<file path="src/rtl/expr_str_gen.sv">
`default_nettype none
// ============================================================================
//  Module   : expr_str_gen
//  Purpose  : Buffers {digit, operator} terms from a producer in a small FIFO
//             and serialises them as an ASCII expression stream ("1+2*3"),
//             one character per accepted out_valid/out_ready handshake.
//             The stream always alternates digit/operator, so every
//             END-terminated sequence forms a valid expression.
//  Config   : STRGEN_SUB_EN - when defined, op code 2'b11 is legal and emits
//             '-' (8'h2D); when undefined that op code is rejected (err).
//  Revision : 1.0 - initial release
// ============================================================================
module expr_str_gen #(
    parameter int DEPTH = 4,    // term FIFO entries, power of 2, >= 2
    parameter int CW    = 3     // count width, 2**CW > DEPTH
) (
    input  logic          clk,
    input  logic          clr,
    input  logic          push,
    input  logic [3:0]    push_digit,
    input  logic [1:0]    push_op,
    output logic          full,
    output logic [CW-1:0] count,
    output logic          out_valid,
    input  logic          out_ready,
    output logic [7:0]    out_char,
    output logic          out_last,
    output logic          err
);

    localparam int AW = (DEPTH > 1) ? $clog2(DEPTH) : 1;

    localparam logic [1:0] c_OP_END = 2'b00;
    localparam logic [1:0] c_OP_ADD = 2'b01;
    localparam logic [1:0] c_OP_MUL = 2'b10;
`ifdef STRGEN_SUB_EN
    localparam logic [1:0] c_OP_SUB = 2'b11;
`endif

    localparam logic [7:0] c_ASCII_ZERO = 8'h30;
    localparam logic [7:0] c_ASCII_ADD  = 8'h2B;
    localparam logic [7:0] c_ASCII_MUL  = 8'h2A;
`ifdef STRGEN_SUB_EN
    localparam logic [7:0] c_ASCII_SUB  = 8'h2D;
`endif

    // IDLE and WAIT_D behave alike; WAIT_D records that a digit is owed
    // because an operator has already gone out.
    typedef enum logic [1:0] {
        S_IDLE   = 2'd0,
        S_WAIT_D = 2'd1,
        S_DIGIT  = 2'd2,
        S_OP     = 2'd3
    } state_t;

    // ------------------------------------------------------------------
    // Term FIFO storage and bookkeeping
    // ------------------------------------------------------------------
    logic [3:0]    r_mem_digit [DEPTH];
    logic [1:0]    r_mem_op    [DEPTH];
    logic [AW-1:0] r_wr_ptr;
    logic [AW-1:0] r_rd_ptr;
    logic [CW-1:0] r_count;
    logic          r_err;

    // ------------------------------------------------------------------
    // Serialiser state and registered outputs
    // ------------------------------------------------------------------
    state_t        r_state;
    logic [1:0]    r_cur_op;
    logic          r_out_valid;
    logic [7:0]    r_out_char;
    logic          r_out_last;

    logic          w_full;
    logic          w_empty;
    logic          w_digit_ok;
    logic          w_op_ok;
    logic          w_push_ok;
    logic          w_hs;
    logic          w_pop;
    logic [3:0]    w_head_digit;
    logic [1:0]    w_head_op;

    // Map an operator code to its ASCII character; END never reaches here.
    function automatic logic [7:0] f_op_ascii(input logic [1:0] op);
        logic [7:0] ch;
        ch = 8'h00;
        case (op)
            c_OP_ADD: ch = c_ASCII_ADD;
            c_OP_MUL: ch = c_ASCII_MUL;
`ifdef STRGEN_SUB_EN
            c_OP_SUB: ch = c_ASCII_SUB;
`endif
            default:  ch = 8'h00;
        endcase
        return ch;
    endfunction

    assign w_full       = (r_count == CW'(DEPTH));
    assign w_empty      = (r_count == '0);
    assign w_digit_ok   = (push_digit <= 4'd9);
`ifdef STRGEN_SUB_EN
    assign w_op_ok      = 1'b1;
`else
    assign w_op_ok      = (push_op != 2'b11);
`endif
    // A full FIFO rejects the push even when a pop happens in the same cycle.
    assign w_push_ok    = push & ~w_full & w_digit_ok & w_op_ok;
    assign w_hs         = r_out_valid & out_ready;
    // Pop when waiting for a term, or straight after an operator transfers
    // so the next digit follows without a bubble.
    assign w_pop        = ~w_empty &
                          ((r_state == S_IDLE) || (r_state == S_WAIT_D) ||
                           ((r_state == S_OP) && w_hs));
    assign w_head_digit = r_mem_digit[r_rd_ptr];
    assign w_head_op    = r_mem_op[r_rd_ptr];

    // Term storage write port; contents need no reset since count gates reads.
    always_ff @(posedge clk) begin
        if (w_push_ok) begin
            r_mem_digit[r_wr_ptr] <= push_digit;
            r_mem_op[r_wr_ptr]    <= push_op;
        end
    end

    // Pointers wrap naturally (DEPTH is a power of 2); count tracks occupancy
    // and the sticky error flag latches any rejected push.
    always_ff @(posedge clk or posedge clr) begin
        if (clr) begin
            r_wr_ptr <= '0;
            r_rd_ptr <= '0;
            r_count  <= '0;
            r_err    <= 1'b0;
        end else begin
            if (w_push_ok) begin
                r_wr_ptr <= r_wr_ptr + AW'(1);
            end
            if (w_pop) begin
                r_rd_ptr <= r_rd_ptr + AW'(1);
            end
            case ({w_push_ok, w_pop})
                2'b10:   r_count <= r_count + CW'(1);
                2'b01:   r_count <= r_count - CW'(1);
                default: r_count <= r_count;
            endcase
            if (push && !w_push_ok) begin
                r_err <= 1'b1;
            end
        end
    end

    // Serialiser: emits digit then operator per term, all outputs registered.
    always_ff @(posedge clk or posedge clr) begin
        if (clr) begin
            r_state     <= S_IDLE;
            r_cur_op    <= c_OP_END;
            r_out_valid <= 1'b0;
            r_out_char  <= 8'h00;
            r_out_last  <= 1'b0;
        end else begin
            case (r_state)
                S_IDLE, S_WAIT_D: begin
                    if (w_pop) begin
                        r_state     <= S_DIGIT;
                        r_cur_op    <= w_head_op;
                        r_out_valid <= 1'b1;
                        r_out_char  <= c_ASCII_ZERO + {4'h0, w_head_digit};
                        r_out_last  <= (w_head_op == c_OP_END);
                    end
                end
                S_DIGIT: begin
                    if (out_ready) begin
                        if (r_cur_op == c_OP_END) begin
                            r_state     <= S_IDLE;
                            r_out_valid <= 1'b0;
                            r_out_char  <= 8'h00;
                            r_out_last  <= 1'b0;
                        end else begin
                            r_state     <= S_OP;
                            r_out_char  <= f_op_ascii(r_cur_op);
                            r_out_last  <= 1'b0;
                        end
                    end
                end
                S_OP: begin
                    if (out_ready) begin
                        if (w_pop) begin
                            r_state     <= S_DIGIT;
                            r_cur_op    <= w_head_op;
                            r_out_char  <= c_ASCII_ZERO + {4'h0, w_head_digit};
                            r_out_last  <= (w_head_op == c_OP_END);
                        end else begin
                            r_state     <= S_WAIT_D;
                            r_out_valid <= 1'b0;
                            r_out_char  <= 8'h00;
                            r_out_last  <= 1'b0;
                        end
                    end
                end
                default: begin
                    r_state     <= S_IDLE;
                    r_out_valid <= 1'b0;
                    r_out_char  <= 8'h00;
                    r_out_last  <= 1'b0;
                end
            endcase
        end
    end

    assign full      = w_full;
    assign count     = r_count;
    assign out_valid = r_out_valid;
    assign out_char  = r_out_char;
    assign out_last  = r_out_last;
    assign err       = r_err;

endmodule
`default_nettype wire
</file>
<file path="config.mk">
export PLATFORM = sky130hd
export DESIGN_NAME = expr_str_gen
export DESIGN_NICKNAME = d
export VERILOG_FILES = /design/src/rtl/expr_str_gen.sv
export SDC_FILE = /design/constraint.sdc
export NUM_CORES = 1
export LEC_CHECK = 0
export BUFFER_PORTS_ARGS = -buffer_cell sky130_fd_sc_hd__buf_4
export CAP_MARGIN = 30
export CORE_ASPECT_RATIO = 2
export CORE_MARGIN = 2
export CORE_UTILIZATION = 35
export CTS_CLUSTER_SIZE = 30
export DETAILED_ROUTE_END_ITERATION = 8
export GPL_TIMING_DRIVEN = 0
export PLACE_DENSITY = 0.5
export RECOVER_POWER = 100
export SETUP_SLACK_MARGIN = 0.1
export SYNTH_ARGS = -nofsm -noshare
export SYNTH_HDL_FRONTEND = slang
export SYNTH_SLANG_ARGS = --single-unit
</file>
<file path="constraint.sdc">
create_clock -name clk -period 2.65 [get_ports clk]
set_input_delay 0.795 -clock clk [delete_from_list [all_inputs] [get_ports clk]]
set_output_delay 0.795 -clock clk [all_outputs]
set_load 0.01 [all_outputs]
</file>
* Word-level counts from Yosys, hierarchy flattened
Memory sizes are Yosys's and may differ from the RTL's. Index checks and enable logic that the tools add are counted.
Storage, ports and cells: register bits after elaboration 22, latch bits 0, memory bits (writable) 24, memory bits (read-only) 0, input bits 10, output and inout bits 15, word-level logic and storage cells 83, memories 2
Operators by class: add/subtract/negate cells 5, multipliers 0, divide/modulo/power cells 0, $lt $le $gt $ge 1, equality and inequality tests 14, shifts and indexed selects 0, multiplexer cells 30, bitwise logic cells 7, reduce and logical (&&, ||, !) cells 15
Memory list:
- r_mem_digit | depth 4, bits a word 4, rd ports 1, clocked after Yosys merged registers in 0, wr ports 1, line 59 | logic [3:0] r_mem_digit [DEPTH];
- r_mem_op | depth 4, bits a word 2, rd ports 1, clocked after Yosys merged registers in 0, wr ports 1, line 60 | logic [1:0] r_mem_op [DEPTH];
Operator list (number):
- $mux W8 | 3
- $pmux W8 S3 | 1
- $mux W2 | 7
- $ne A2 B2 Y1 const B | 6
- $pmux W6 S2 | 1
- $mux W1 | 11
- $eq A2 B2 Y1 const B | 4
- $add A6 B4 Y7 const A | 1
- $mux W7 | 1
- $eq A2 B1 Y1 const B | 3
- $logic_not A2 Y1 | 3
- $mux W6 | 1
- $pmux W1 S3 | 2
- $pmux W2 S3 | 1
- $pmux W3 S2 | 1
- $and A1 B1 Y1 | 5
- $reduce_and A5 Y1 | 1
- $add A2 B1 Y2 const B | 2
- $le A4 B4 Y1 const B | 1
- $pmux W2 S2 | 1
- $reduce_bool A2 Y1 | 2
- $add A3 B1 Y3 const B | 1
- $eq A3 B3 Y1 const B | 1
- $logic_not A3 Y1 | 1
- 8 further kinds | 11

* Longest topological paths before layout
Gate-level depths: netlist of the first run.
depth in word-level cells 7, gate-level depth with buffers 10, gate-level depth less buffers 9

* Worst setup path after synthesis of the first run
No wires, ideal clock.
kind input port to flip-flop, start in push, end reg r_count[2], in the netlist count[2], setup time 0.079 ns, arrival 2.218 ns, slack 0.353 ns, stages 10, path through a21boi_0 and3_1 buf_2 inv_1 ha_1 inv_1 fa_1 xor2_1 nor2_1 xor2_1
Between the ends: word-level cells in the longest chain between the ends 5
RTL lines:
- start, declared | line 19 | input logic push,
- $and A1 B1 Y1 * (3 in a row) | line 109 | assign w_push_ok = push & ~w_full & w_digit_ok & w_op_ok;
- $eq A2 B1 Y1 / $eq A2 B2 Y1 (equally long branches) | line 142 | case ({w_push_ok, w_pop})
- $pmux W3 S2 / $reduce_bool A2 Y1 (equally long branches)
- end signal, assigned | line 143 | 2'b10: r_count <= r_count + CW'(1);
- end signal, assigned | line 144 | 2'b01: r_count <= r_count - CW'(1);
- end signal, assigned | line 145 | default: r_count <= r_count;
- end, declared | line 63 | logic [CW-1:0] r_count;
Mark *: on every way between the ends. The rest lies on a longest branch, timed or not. A chain may end at the register's enable or synchronous reset.

* Final worst setup path of the first run
start in push_digit[2], end reg r_count[2], in the netlist count[2]
Between the ends: word-level cells in the longest chain between the ends 5
RTL lines:
- start, declared | line 20 | input logic [3:0] push_digit,
- $le A4 B4 Y1 * | line 102 | assign w_digit_ok = (push_digit <= 4'd9);
- $and A1 B1 Y1 * (2 in a row) | line 109
- $eq A2 B1 Y1 / $eq A2 B2 Y1 (equally long branches) | line 142
- $pmux W3 S2 / $reduce_bool A2 Y1 (equally long branches)
Marked as above.

==> results of run 1 <==
## worst max path at each step
stage	start	to	slack (ns)	depth (start not counted)
finish	push_digit[2]	count[2]	0.26	11
global route	push_digit[1]	count[2]	0.1	11
CTS	count[0]	count[2]	0.22	10
detailed placement	push_digit[1]	count[2]	-0.01	11
global placement	push_digit[1]	count[2]	0.08	11
floorplan	push	count[2]	0.35	10
## sequential cells by signal, summed over array words and instances, names as in the netlist
signal and cells:
count 3, out_last 1, r_wr_ptr 2, r_rd_ptr 2, r_mem_op 8, out_valid 1, r_mem_digit 16, r_state 2
r_cur_op 2, out_char 6, err 1
## cells in the final DEF, fill, tap and decap left out, drive strengths merged, types with 2 or more instances in the layout
cell type	instances
mux4	6
mux2i	3
nor2	2
ha	7
edfxtp	24
and3	2
nand2	4
conb	2
o21ai	4
a221o	3
inv	12
clkbuf	25
and2	4
dfrtp	20
xor2	3
nor3b	2
buf	12
xnor2	3
a21o	2
a22o	2
## metrics by stage
stage | setup TNS (ns) | power [uW] | utilization, % | hold WS (ns) | instances
after floorplan | 0 | 1740 | - | 0.493 | 127
after detailed placement | -0.00970 | 2080 | 40.4 | 0.457 | 209
after global placement | 0 | 2030 | 40.4 | 0.445 | 209
after CTS | 0 | 2500 | 41.9 | 0.476 | 217
final | 0 | 2410 | 41.0 | 0.469 | 219
after global routing | 0 | 2610 | 41.0 | 0.507 | 219
## cells by family after synthesis
group | Yosys count
multiplexers | 10
buffers and inverters | 19
other | 1
XOR/XNOR | 6
AO/OA/AOI/OAI | 17
AND/OR/NAND/NOR | 21
flip-flops | 44
adder cells (fa/ha/maj) | 8
## final cells by class
type,count,area [um2],share of cell area [%]
Inverter,12,45.0,2.05
Sequential cell,44,1220,55.6
Timing Repair Buffer,24,120,5.46
Tap cell,60,75.1,3.41
Multi-Input combinational cell,64,607,27.6
Buffer,7,45.0,2.05
Clock buffer,6,72.6,3.30
Clock inverter,2,12.5,0.569
## power breakdown
group          leakage [uW]  switching [uW]  internal [uW]
registers          0.000451             107            914
logic              0.000391             501            463
clock network     0.0000412             237            185
## critical path, cell delays in order
cell and delay [ns]:
clkbuf_1 0.16, o21ai_0 0.16, and3_1 0.21, buf_2 0.15, inv_1 0.08, ha_1 0.18, inv_1 0.07, fa_2 0.33
xor2_1 0.15, nor2_1 0.17, xor2_1 0.15
## repair_timing
| item | in CTS | in global routing |
|---|---|---|
| setup endpoints to repair | 0 | 1 |
| resized for setup | 0 | 8 |
| setup buffers | 0 | 2 |
## per-layer routing
layer	vias to the layer above	track usage (%)	wire length, um
li1	510	-	-
met4	0	7.14	89
met5	-	0	0
met2	17	25.8	2130
met1	536	12.9	1310
met3	8	2.49	113
==> results.toml, run 1 <==
[critical_path]
critPathMaxFanout = 7
critPathCaptureType = "flip-flop"
critPathLaunchType = "input pin"
rr_startpoint = "count[0]"
r2r-end = "count[2]"
critPathRequiredTime_ns = 2.88
worstPathArrival_ns = 2.62
r2r_slack_ns = 0.29
r2r_cells = 10
critPathKind = "input pin to flip-flop"

[synthesis]
synthAdderAreaFrac_pct = 5.59
synth_compound_area_share_pct = 7.35
ys_ff_latch = 44
netlist.area_leader.share_pct = 37.5
yosysWarnings = 0
yosys.area_share.simple_pct = 6.70
synth.top_cells.by_count = "edfxtp_1 (24), dfrtp_1 (20), inv_1 (12), ha_1 (7), mux4_2 (6)"
synth_cells = 126
synth.distinct_cells = 42
synth_mux_area_share_pct = 9.36
synth_flop_cell = "edfxtp_1"
yosys.area.top_type = "edfxtp_1"
synth_top_family_by_area = "multiplexers"
async_flop_share_pct = 45.5
synth.area.top_cells = "edfxtp_1 (37%), dfrtp_1 (26%), mux4_2 (7.0%)"
synth-edff-count = 24
syn_area_per_cell_um2 = 15.3
syn_area_um2 = 1920
synth_xor_area_share_pct = 2.73
ys_seq_area_share_pct = 63.5
yosysMostFrequentCell = "edfxtp_1"

[clock_tree]
ctsHoldBuffers = 0
clk_latency_ns = 0.30
clock-root-buffer = "clkbuf_8"
cts_tree = "yes"
clkTransAtPathRegs_ns = 0.08
cts_htree_levels = 2
clkSinkCount = 44
clk_path_buf_depth = 2
cts_buffers = 5

[finish]
fin_area_um2 = 2200
syn_to_final_growth_pct = 14.4
fill_cells = 544
layout-drive-gt1-share_pct = 22.6
antenna_cells = 0
layout.nets = 176

[detailed_routing]
wl_per_cell_um = 16.6
routed_wl_um = 3640
antenna_left = 0
drt_iter0_drc = 27
drc_errors = 0
vias_per_cell = 4.89
firstDrtPassIters = 4
vias = 1071

[hold_path]
hp-start = "err"
worstHoldPathType = "flip-flop to flip-flop"
worstHoldEndpoint = "err"
holdPathStages = 1

[sta]
max_freq_mhz = 418
rsz0062_at_grt = "no"
setup_viol = 0
worst_pin_slew_ns = 0.891
finalCritPeriodShare_pct = 90.2
fin_ws_ns = 0.259
min_period_ns = 2.39
finClkSkew_ns = 0.00535
slew_headroom_pct = 39.9
slew_viol_final = 0
hold_violations = 0

[global_routing]
grt_antenna_before_repair = 0
grt_remaining_overflow = 0
grt_usage_pct = 13.4
grt_max_degree = 21
grt_pass1_wl_um = 6000
grt_pass1_vias = 1189

[floorplan]
die_x_um = 56.4
die_h_um = 109
die-area_um2 = 6140
num_rows = 38
coreArea_um2 = 5370
initial_core_util_pct = 35.8
io_pins = 25

[placed_design]
placed_cell_area_um2 = 2170
io_buffers = 22
dpl.hpwl_um = 2690
routabilityCongestion = 0.656
post-place-ws_ns = -0.00970

[job]
drv_cap = 0

[power_and_ir_drop]
power_leakage_uw = 0.000883
powerDensity_nw_per_um2 = 1090
peakVddDrop_v = 0.000504

[run_status]
status = "finished clean"
Note: power is estimated with default switching activity, not from simulation.
==> inputs of run 2 (changes only) <==
--- a/config.mk
+++ b/config.mk
@@ -13,6 +13,7 @@
 export CTS_CLUSTER_SIZE = 30
 export DETAILED_ROUTE_END_ITERATION = 8
 export GPL_TIMING_DRIVEN = 0
+export MAX_ROUTING_LAYER = met4
 export PLACE_DENSITY = 0.5
 export RECOVER_POWER = 100
 export SETUP_SLACK_MARGIN = 0.1
==> run 2 against run 1 <==
Compared with the run above: clock power about the same; global-route usage increased by 0.38 points; first-iteration DRC count increased by 19%; register-to-register slack about the same; routed wire length decreased by 0.11%; sequential share of layout area unchanged; setup slack got worse by 0.0016 ns; combinational power about the same.
==> results.toml, run 2 (synthesized netlist as in run 1, its figures left out) <==
[power_and_ir_drop]
powerDensity_nw_per_um2 = 1090
p_sw_share_pct = 35.1
p_clk_share_pct = 17.5
power_leakage_uw = 0.000883
seqPwrFrac_pct = 42.4
power_switching_uw = 846
combPwrFrac_pct = 40.1
peakVddDrop_v = 0.000505
internal_power_uw = 1560

[sta]
hold_violations = 0
slew_headroom_pct = 40.2
finClkSkew_ns = 0.00518
worst_pin_slew_ns = 0.888
max_freq_mhz = 418
min_period_ns = 2.39
finalCritPeriodShare_pct = 90.3
rsz0062_at_grt = "no"
slew_viol_final = 0
setup_viol = 0

[detailed_routing]
antenna_left = 0
wl_per_cell_um = 16.6
vias_per_cell = 4.92
routed_wl_um = 3630
vias = 1077
firstDrtPassIters = 4
drt_iter0_drc = 32
drc_errors = 0

[placed_design]
dpl.hpwl_um = 2690
placed_cell_area_um2 = 2170
io_buffers = 22
routabilityCongestion = 0.662

[global_routing]
grt_pass1_vias = 1181
grt_max_degree = 21
grt_pass1_wl_um = 6000
grt_antenna_before_repair = 0
grt_usage_pct = 13.8
grt_remaining_overflow = 0

[finish]
fin_area_um2 = 2200
fill_cells = 544
final_common_cell = "edfxtp_1"
top_register = "r_mem_digit"
layout.nets = 176
final_util_pct = 41.0
layout-drive-gt1-share_pct = 22.6
largest_reg_flops = 16
syn_to_final_growth_pct = 14.4
layout_common_cells = "edfxtp_1 (24), dfrtp_1 (18), clkbuf_1 (17)"
antenna_cells = 0

[critical_path]
critPathLaunchType = "input pin"
critPathKind = "input pin to flip-flop"
crit_start = "push_digit[2]"
critPathCaptureType = "flip-flop"
worstPathArrival_ns = 2.62
critPathMaxFanout = 7
critPathRequiredTime_ns = 2.88
rr_startpoint = "count[0]"
r2r_cells = 10
endpoint = "count[2]"
r2r_slack_ns = 0.29
r2r-end = "count[2]"

[clock_tree]
cts_htree_levels = 2
clkTransAtPathRegs_ns = 0.09
clk_path_buf_depth = 2
clkSinkCount = 44
cts_tree = "yes"
cts_buffers = 5
clk_latency_ns = 0.30
clock-root-buffer = "clkbuf_8"
ctsHoldBuffers = 0

[floorplan]
die_h_um = 109
initial_core_util_pct = 35.8
num_rows = 38
die_x_um = 56.4
coreArea_um2 = 5370
io_pins = 25
die-area_um2 = 6140

[hold_path]
hp-start = "err"
worstHoldPathType = "flip-flop to flip-flop"

[run_status]
status = "finished clean"

[job]
drv_cap = 0
-- run 2: layout make-up --
type / instances / area (um2) / area share, %
clock inverter: 2 / 12.5 / 0.569
clock buffer: 6 / 72.6 / 3.30
inverter: 12 / 45.0 / 2.05
sequential: 44 / 1220 / 55.6
buffer: 7 / 45.0 / 2.05
timing repair buffer: 24 / 120 / 5.46
tap: 60 / 75.1 / 3.41
multi-input combinational: 64 / 607 / 27.6
-- run 2: worst min-delay path by stage --
stage                     slack (ns)  cells after the start           to
after floorplan                 0.49                      1          err
after global placement          0.44                      1          err
after detailed placement        0.46                      1          err
after CTS                       0.48                      1          err
after global routing            0.51                      1  out_char[4]
final                           0.47                      1          err
-- run 2: power by group through the flow --
stage               clock network (uW)  logic (uW)  registers [uW]
detailed placement                   0        1030            1040
global route                       463        1100            1050
CTS                                435        1040            1030
global placement                     0         997            1030
finish                             422         966            1020
floorplan                            0         692            1050
-- run 2: worst max-delay path, stage by stage --
cell      delay (ns)
clkbuf_1        0.16
o21ai_0         0.16
and3_1          0.21
buf_2           0.15
inv_1           0.08
ha_1            0.18
inv_1           0.07
fa_2            0.33
xor2_1          0.15
nor2_1          0.17
xor2_1          0.16
-- run 2: repair_timing --
action                                  in CTS  in global routing
setup buffers                                0                  2
endpoints found under the setup margin       0                  1
hold endpoints to repair                     0                  0
resized for setup                            0                  8
-- run 2: per-stage QoR --
step,setup TNS [ns],power [uW],std cells,hold WS (ns),setup WS (ns)
floorplan,0,1740,127,0.493,0.353
global placement,0,2030,209,0.445,0.0840
detailed placement,-0.00970,2080,209,0.457,-0.00970
CTS,0,2500,217,0.476,0.221
global route,0,2610,219,0.507,0.0986
finish,0,2410,219,0.470,0.258
-- run 2: routing by layer --
| metal | GRT usage, % | vias up | share of wire (%) |
|---|---|---|---|
| met4 | 7.14 | 0 | 2.6 |
| li1 | - | 509 | - |
| met1 | 13.0 | 545 | 36 |
| met3 | 2.49 | 8 | 2.7 |
| met2 | 25.7 | 15 | 58 |
| met5 | - | - | 0 |
==> inputs of run 3 (changes only) <==
--- a/config.mk
+++ b/config.mk
@@ -7,8 +7,8 @@
 export LEC_CHECK = 0
 export BUFFER_PORTS_ARGS = -buffer_cell sky130_fd_sc_hd__buf_4
 export CAP_MARGIN = 30
-export CORE_ASPECT_RATIO = 2
-export CORE_MARGIN = 2
+export CORE_ASPECT_RATIO = 0.6
+export CORE_MARGIN = 1.5
 export CORE_UTILIZATION = 35
 export CTS_CLUSTER_SIZE = 30
 export DETAILED_ROUTE_END_ITERATION = 8
==> run 3 against run 2 <==
Compared with the run above: final cell count up 1.8%; critical path depth unchanged; first-iteration DRC count down 13%; routed wire length down 6.1%; worst hold slack better by 0.0014 ns; sequential power about the same; via count down 0.65%; die area down 2.9%; highest routed layer unchanged; the flow now finishes with violations (design-rule violations); non-clock buffer count down 2; register-to-register slack about the same.
==> results.toml, run 3 (synthesized netlist as in run 1, its figures left out) <==
[run_status]
status = "finished with violations"
violations = "design-rule violations"

[sta]
min_period_ns = 2.44
slew_headroom_pct = 37.1
rsz0062_at_grt = "no"
slew_viol_final = 0
max_freq_mhz = 410
finClkSkew_ns = 0.0113
finalCritPeriodShare_pct = 92.1
tns_ns = 0
hold_violations = 0
timing.hold.ws_ns = 0.471
worst_pin_slew_ns = 0.933
setup_viol = 0

[finish]
largest_reg_flops = 16
layout.nets = 174
final_util_pct = 42.2
final_common_cell = "edfxtp_1"
syn_to_final_growth_pct = 13.7
fin_area_um2 = 2190
layout-drive-gt1-share_pct = 17.8
antenna_cells = 0
top_register = "r_mem_digit"
layout_common_cells = "edfxtp_1 (24), clkbuf_1 (20), dfrtp_1 (20)"

[critical_path]
rr_startpoint = "count[0]"
critPathLaunchType = "input pin"
cpPeakStageDelay_ns = 0.37
cp_num_buf_inv = 4
critPathRequiredTime_ns = 2.86
r2r_slack_ns = 0.28
critPathKind = "input pin to flip-flop"
r2r-end = "count[2]"
critPathMaxFanout = 7
r2r_cells = 10
cp_cell_sequence = "clkbuf_1 > o21ai_0 > and3_1 > buf_2 > inv_1 > ha_1 > inv_1 > fa_1 > xor2_1 > nor2_1 > xor2_1"
crit_slowest_cell = "fa_1"
critPathTopFamily = "adder cells"
critPathCaptureType = "flip-flop"
worstPathArrival_ns = 2.65

[placed_design]
dpl.hpwl_um = 2560
placed_cell_area_um2 = 2180
io_buffers = 22
routabilityCongestion = 0.746

[clock_tree]
cts_tree = "yes"
clkSinkCount = 44
clk_latency_ns = 0.29
ctsHoldBuffers = 0
cts.repair.resized = 0
clock-root-buffer = "clkbuf_8"
cts_buffers = 5
clk_path_buf_depth = 2
cts_setup_buffers = 0
clkTransAtPathRegs_ns = 0.08
cts_htree_levels = 2

[global_routing]
grt_antenna_before_repair = 0
grt_max_degree = 21
grt_pass1_vias = 1138
grt_pass1_wl_um = 5840
grt_remaining_overflow = 0
grt_usage_pct = 13.8

[detailed_routing]
antenna_left = 0
firstDrtPassIters = 8
routed_wl_um = 3410
drc_errors = 2
vias_per_cell = 4.80
drt_iter0_drc = 28
wl_per_cell_um = 15.3
vias = 1070

[floorplan]
initial_core_util_pct = 37.1
io_pins = 25
die_h_um = 60.4
coreArea_um2 = 5180
num_rows = 20
die-area_um2 = 5970
die_x_um = 98.7

[hold_path]
hp-start = "err"
holdPathStages = 1
worstHoldEndpoint = "err"
worstHoldPathType = "flip-flop to flip-flop"

[job]
drv_cap = 0

[power_and_ir_drop]
report.power.total_uw = 2380
power_leakage_uw = 0.000868
peakVddDrop_v = 0.000533
powerDensity_nw_per_um2 = 1090
-- run 3: changes by cell type in the layout (fill, tap and decap cells not counted), sizes merged --
cell	change
clkinv	-1
inv	+1
clkbuf	+2
buf	-4
-- run 3: worst reg2reg max path: stages, from the launching register on --
cell and delay, ns:
dfrtp_1 0.45, or3b_1 0.42, and3_1 0.15, buf_2 0.15, inv_1 0.08, ha_1 0.18, inv_1 0.06, fa_1 0.37
xor2_1 0.15, nor2_1 0.13, xor2_1 0.16
-- run 3: stage by stage --
stage	worst slack (ns)	instances
after global placement	0.0887	215
after floorplan	0.353	127
after global routing	0.0910	223
after detailed placement	0.0297	215
after CTS	0.240	223
final	0.209	223
-- run 3: area by class of cell --
| class | count | area, um2 |
|---|---|---|
| fill | 486 | 2990 |
| sequential | 44 | 1220 |
| multi-input combinational | 64 | 604 |
| timing repair buffer | 22 | 93.8 |
| clock buffer | 6 | 82.6 |
| tap | 66 | 82.6 |
| inverter | 12 | 45.0 |
| buffer | 7 | 43.8 |
| clock inverter | 2 | 13.8 |
-- run 3: routing by layer --
metal / GRT usage [%] / share of wire, % / up-vias
met1: 18.2 / 53 / 534
met2: 21.2 / 43 / 23
li1: - / - / 511
met3: 4.26 / 4.2 / 2
met5: - / 0 / -
met4: 3.06 / 0.44 / 0
-- run 3: worst max-delay path by stage --
| stage | start | to | slack, ns | cells past startpoint |
|---|---|---|---|---|
| finish | push_digit[2] | count[2] | 0.21 | 11 |
| global route | push_digit[2] | count[2] | 0.09 | 11 |
| CTS | count[0] | count[2] | 0.24 | 10 |
| detailed placement | push_digit[1] | count[2] | 0.03 | 11 |
| global placement | push_digit[1] | count[2] | 0.09 | 11 |
| floorplan | push | count[2] | 0.35 | 10 |
-- run 3: where the power goes --
group          internal, uW  switching, uW  total, uW
Combinational           431            493        924
Sequential              910            108       1020
Clock                   212            227        439
Total                  1550            828       2380
